[src/rtl/mem_port_arbiter.sv]
// rtl/mem_port_arbiter.sv - shares one single-ported word memory between fetch and data stages
//
// Ports:
//   clk, reset              falling-edge clock, asynchronous active-high reset
//   if_req/if_addr          fetch request (byte address), completed by if_ack
//   if_stall                if_req & ~if_ack, for the pipeline
//   dm_req/dm_we/dm_addr/   data request (byte address), completed by dm_ack
//   dm_wdata
//   rdata, err              response data and error flag, valid while an ack is high
//   busy                    arbiter is not idle
//   mem_req/mem_we/         memory strobe, write enable, word index and write data
//   mem_addr/mem_wdata
//   mem_rdata, mem_ready    memory read data and completion
module mem_port_arbiter #(
    parameter int ADDR_W     = 10,
    parameter int MAX_STREAK = 3,
    parameter int TIMEOUT    = 15
) (
    input  logic              clk,
    input  logic              reset,
    input  logic              if_req,
    input  logic [15:0]       if_addr,
    output logic              if_ack,
    output logic              if_stall,
    input  logic              dm_req,
    input  logic              dm_we,
    input  logic [15:0]       dm_addr,
    input  logic [15:0]       dm_wdata,
    output logic              dm_ack,
    output logic [15:0]       rdata,
    output logic              err,
    output logic              busy,
    output logic              mem_req,
    output logic              mem_we,
    output logic [ADDR_W-1:0] mem_addr,
    output logic [15:0]       mem_wdata,
    input  logic [15:0]       mem_rdata,
    input  logic              mem_ready
);

    localparam int STREAK_W = $clog2(MAX_STREAK + 1);
    localparam int TMO_W    = $clog2(TIMEOUT + 1);
    localparam logic [STREAK_W-1:0] STREAK_MAX = STREAK_W'(MAX_STREAK);
    localparam logic [TMO_W-1:0]    TMO_LAST   = TMO_W'(TIMEOUT - 1);

    typedef enum logic [1:0] {
        ST_IDLE,
        ST_BUSY,
        ST_RESP
    } state_t;

    state_t              state_q, state_d;
    logic                owner_dm_q, owner_dm_d;
    logic [STREAK_W-1:0] streak_q, streak_d;
    logic [TMO_W-1:0]    tmo_q, tmo_d;
    logic                we_q, we_d;
    logic [ADDR_W-1:0]   addr_q, addr_d;
    logic [15:0]         wdata_q, wdata_d;
    logic [15:0]         rdata_q, rdata_d;
    logic                err_q, err_d;

    logic                grant_dm;
    logic                grant_if;
    logic [15:0]         sel_addr;
    logic                unused_addr_bits;

    // Data has priority, except that a pending fetch wins once data has
    // taken MAX_STREAK grants in a row while the fetch was waiting.
    assign grant_dm = dm_req && !(streak_q == STREAK_MAX && if_req);
    assign grant_if = !grant_dm && if_req;
    assign sel_addr = grant_dm ? dm_addr : if_addr;

    // Byte-address bits above the word index are dropped, so addresses wrap.
    assign unused_addr_bits = ^sel_addr[15:ADDR_W+1];

    always_ff @(negedge clk or posedge reset) begin
        if (reset) begin
            state_q    <= ST_IDLE;
            owner_dm_q <= 1'b0;
            streak_q   <= '0;
            tmo_q      <= '0;
            we_q       <= 1'b0;
            addr_q     <= '0;
            wdata_q    <= '0;
            rdata_q    <= '0;
            err_q      <= 1'b0;
        end else begin
            state_q    <= state_d;
            owner_dm_q <= owner_dm_d;
            streak_q   <= streak_d;
            tmo_q      <= tmo_d;
            we_q       <= we_d;
            addr_q     <= addr_d;
            wdata_q    <= wdata_d;
            rdata_q    <= rdata_d;
            err_q      <= err_d;
        end
    end

    always_comb begin
        state_d    = state_q;
        owner_dm_d = owner_dm_q;
        streak_d   = streak_q;
        tmo_d      = tmo_q;
        we_d       = we_q;
        addr_d     = addr_q;
        wdata_d    = wdata_q;
        rdata_d    = rdata_q;
        err_d      = err_q;

        case (state_q)
            ST_IDLE: begin
                if (!if_req) begin
                    streak_d = '0;
                end
                if (grant_dm || grant_if) begin
                    owner_dm_d = grant_dm;
                    addr_d     = sel_addr[ADDR_W:1];
                    we_d       = grant_dm && dm_we;
                    wdata_d    = grant_dm ? dm_wdata : 16'h0000;
                    if (grant_if) begin
                        streak_d = '0;
                    end else if (if_req && streak_q != STREAK_MAX) begin
                        streak_d = streak_q + 1'b1;
                    end
                    if (sel_addr[0]) begin
                        // Misaligned: answer with an error without touching memory.
                        state_d = ST_RESP;
                        err_d   = 1'b1;
                        rdata_d = 16'h0000;
                    end else begin
                        state_d = ST_BUSY;
                        tmo_d   = '0;
                    end
                end
            end
            ST_BUSY: begin
                if (mem_ready) begin
                    state_d = ST_RESP;
                    err_d   = 1'b0;
                    if (!we_q) begin
                        rdata_d = mem_rdata;
                    end
                end else if (tmo_q == TMO_LAST) begin
                    // TIMEOUT busy cycles have passed without completion.
                    state_d = ST_RESP;
                    err_d   = 1'b1;
                    rdata_d = 16'h0000;
                end else begin
                    tmo_d = tmo_q + 1'b1;
                end
            end
            ST_RESP: begin
                state_d = ST_IDLE;
            end
            default: begin
                state_d = ST_IDLE;
            end
        endcase
    end

    assign busy      = (state_q != ST_IDLE);
    assign mem_req   = (state_q == ST_BUSY);
    assign mem_we    = we_q;
    assign mem_addr  = addr_q;
    assign mem_wdata = wdata_q;
    assign if_ack    = (state_q == ST_RESP) && !owner_dm_q;
    assign dm_ack    = (state_q == ST_RESP) && owner_dm_q;
    assign if_stall  = if_req && !if_ack;
    assign rdata     = rdata_q;
    assign err       = err_q;

endmodule
[config.mk]
export PLATFORM = sky130hd
export DESIGN_NAME = mem_port_arbiter
export DESIGN_NICKNAME = d
export VERILOG_FILES = /design/src/rtl/mem_port_arbiter.sv
export SDC_FILE = /design/constraint.sdc
export NUM_CORES = 1
export LEC_CHECK = 0
export CORE_AREA = 10 10 87 97
export CTS_BUF_LIST = sky130_fd_sc_hd__clkbuf_8
export DETAILED_ROUTE_END_ITERATION = 7
export DIE_AREA = 0 0 97 107
export PLACE_DENSITY_LB_ADDON = 0.08
export SYNTH_ARGS = -nofsm -noshare
export SYNTH_HDL_FRONTEND = slang
export SYNTH_SLANG_ARGS = --single-unit
export TNS_END_PERCENT = 10
[constraint.sdc]
create_clock -name clk -period 1.7 [get_ports clk]
set_clock_uncertainty 0.05 [all_clocks]
set_input_delay 0.255 -clock clk [delete_from_list [all_inputs] [get_ports clk]]
set_output_delay 0.255 -clock clk [all_outputs]
set_load 0.005 [all_outputs]
==> run metrics <==
R2R setup slack=-0.33 ns; switching part of the total power=0.332; sequential power share=0.374; placed instance area=0.00377 sq mm; count leader, synth=dfrtn_1; VDD IR max=0.000656 V; Row Count=31; critical path type=register to primary output; height of the die=107 um; Yosys warning count=0; synthesized flop and latch total=53; clock slew at reported path FFs=0.06 ns; area added between synthesis and finish=63.1%; Area contributors post-synth=dfrtn_1 57%, mux2i_1 10%, a22o_1 7.6%; Die Width=97 um; final worst setup slack=-0.582 ns; GRT met3 Usage=0.0437; Pleak=1.90 nW; TritonCTS buffer count=5; full die area=0.0104 sq mm; CTS tree=yes; # H-tree levels=2; initial antenna violation count=0; RSZ-0062 raised after global routing=yes; Final Hold Viols=0; Nets=421; combinational power share=0.509; Port-buffer cells=108; post-route insts no fill=429; Starting Density=0.358; via count=2,004; Post-Synth Adder-Cell Area=0.0162; post-synthesis mux area share=0.119; R2R depth=9; drt pass-1 iters=4; layout cells sized above 1=0.331; failing checks=setup timing; GRT met2 Usage=0.217; Post-synth EDFFs=0; post-synthesis compound-gate area fraction=0.136; max-cap violations=0; Synth Area in Simple Gates=0.0993; synth cell count leaders=53 x dfrtn_1, 26 x nand2_1, 24 x mux2i_1; outcome=finished with violations; worst hold path startpoint=streak_q[1]$_DFFE_NP0P_; # diodes=0; ys flop type=dfrtn_1; mapped cell area=0.00232 sq mm; R2R Path End=rdata[6]$_DFFE_NP0P_; cts hold-fix bufs=0; Synth async-reset ratio=1.00; top cell type's share of synthesized area=0.572; largest net degree at the start of global routing=39; Mapped Nets=273; fin util=0.584; post-DP HPWL=5090 um; Max FO, Critical Path=2; clock network fraction of design power=0.116; post-route setup TNS=-29.69 ns; root buffer cell=clkbuf_8; worst r2r src=state_q[0]$_DFFE_NP0P_; drt initial violations=33; Avg Cell Area, Syn=11.6 sq um; fraction of synthesized cell area in xor and xnor cells=0; Max clock buf depth=2; Worst-Margin Slew=0.234 ns; clk sinks=53; total congestion overflow=0; final instance area=0.00378 sq mm; GR peak layer=met2; drt drc=0; cell taking the most area after synthesis=dfrtn_1; DP Cell Count=412; WP data required=1.39 ns; Hold Path Sink=streak_q[1]$_DFFE_NP0P_; I/O pins=119; post-synth cell types=33; P_sw=0.00182 W; Cells after Synth=200; Rel. slew slack=0.841; endpoint type of the worst setup path=primary output; HP Class=register to register; largest family of logic cells by synthesized area=compound AO/OA/AOI/OAI gates; max-slew violation count=0; global-route wire length before repair=11,000 um; sequential element share of the synthesized area=0.572; post-route antenna net violation count=0; crit path launch type=register; fill count=591; Power Density=1450 mW/mm^2; P_int=0.00367 W; Worst-Skew Late Latency=0.29 ns; Post-Route WL=6510 um; WL per Instance=15.2 um; GRT Overall Usage=0.126; met1 usage in global routing=0.150; hold depth=2; # setup viols final=100; vias in the first global route=2,150; WP data arrival=1.98 ns; DR vias/cell=4.67; core box area=0.00648 sq mm; GPL Wtd Cong=0.765
cells in the final DEF, fill, tap and decap left out, types with 3 or more instances in the layout:
cell type         n
buf_2            47
clkdlybuf4s50_1  54
o21ai_1          12
nor4_1            3
inv_1            17
buf_4            27
buf_6            12
a22o_1           20
buf_12            7
ha_1              3
dfrtn_1          53
nand2_1          26
mux2i_1          24
clkbuf_8          5
metal layers:
| layer | routed length [um] | up-vias |
|---|---|---|
| met4 | 36 | 0 |
| met5 | 0 | - |
| met1 | 2770 | 946 |
| li1 | - | 986 |
| met3 | 422 | 4 |
| met2 | 3280 | 68 |
through the flow:
stage	total power [W]	hold WS (ns)	setup WS, ns
finish	0.00549	0.377	-0.582
global route	0.00597	0.404	-0.669
CTS	0.00567	0.383	-0.588
detailed placement	0.00500	0.383	-1.14
global placement	0.00497	0.376	-1.11
floorplan	0.00327	0.363	-0.621
repair_timing:
item | CTS | global route
gates resized for setup | 228 | 5
endpoints found under the setup margin | 102 | 100
buffers inserted | 10 | 1
gates cloned | 1 | 0
hold endpoints to repair | 0 | 0
pin swaps | 8 | 5
sequential cells by signal, summed over array words and instances, names as in the netlist:
name	flops
mem_addr	10
rdata	16
tmo_q	4
owner_dm_q	1
err	1
streak_q	2
mem_wdata	16
state_q	2
mem_we	1
power by group through the flow:
stage,clock [W],combinational (W),sequential [W]
floorplan,0,0.00115,0.00212
finish,0.000638,0.00280,0.00206
detailed placement,0,0.00292,0.00209
global route,0.000723,0.00311,0.00213
CTS,0.000670,0.00294,0.00206
global placement,0,0.00289,0.00208
cell type report:
| cell class | instances | area [sq um] | share of cell area |
|---|---|---|---|
| Clock buffer | 5 | 68.8 | 0.0182 |
| Clock inverter | 1 | 5.00 | 0.00132 |
| Inverter | 20 | 78.8 | 0.0208 |
| Multi-Input combinational cell | 118 | 920 | 0.243 |
| Sequential cell | 53 | 1330 | 0.351 |
| Tap cell | 82 | 103 | 0.0271 |
| Timing Repair Buffer | 150 | 1280 | 0.339 |
cell families after synthesis:
group,after synthesis
DFF,53
adders and majority gates,3
AOI/OAI and AO/OA,42
and+or+nand+nor,46
buffers and inverters,29
muxes,27
worst max path at each step:
stage | cells after the start | slack, ns | endpoint | start
2_1_floorplan | 4 | -0.62 | tmo_q[1]$_DFFE_NP0P_ | dm_req
3_3_place_gp | 6 | -1.11 | rdata[3]$_DFFE_NP0P_ | dm_req
3_5_place_dp | 6 | -1.14 | rdata[10]$_DFFE_NP0P_ | dm_req
4_1_cts | 3 | -0.59 | if_stall | state_q[0]$_DFFE_NP0P_
5_1_grt | 3 | -0.67 | if_stall | state_q[1]$_DFFE_NP0P_
6_report | 3 | -0.58 | if_stall | state_q[1]$_DFFE_NP0P_
worst max-delay path: stages (launching register included):
cell     delay [ns]
dfrtn_1        0.44
nor3b_2        0.20
nor2b_1        0.07
buf_2          0.13
(Power assumes the default switching activity.)
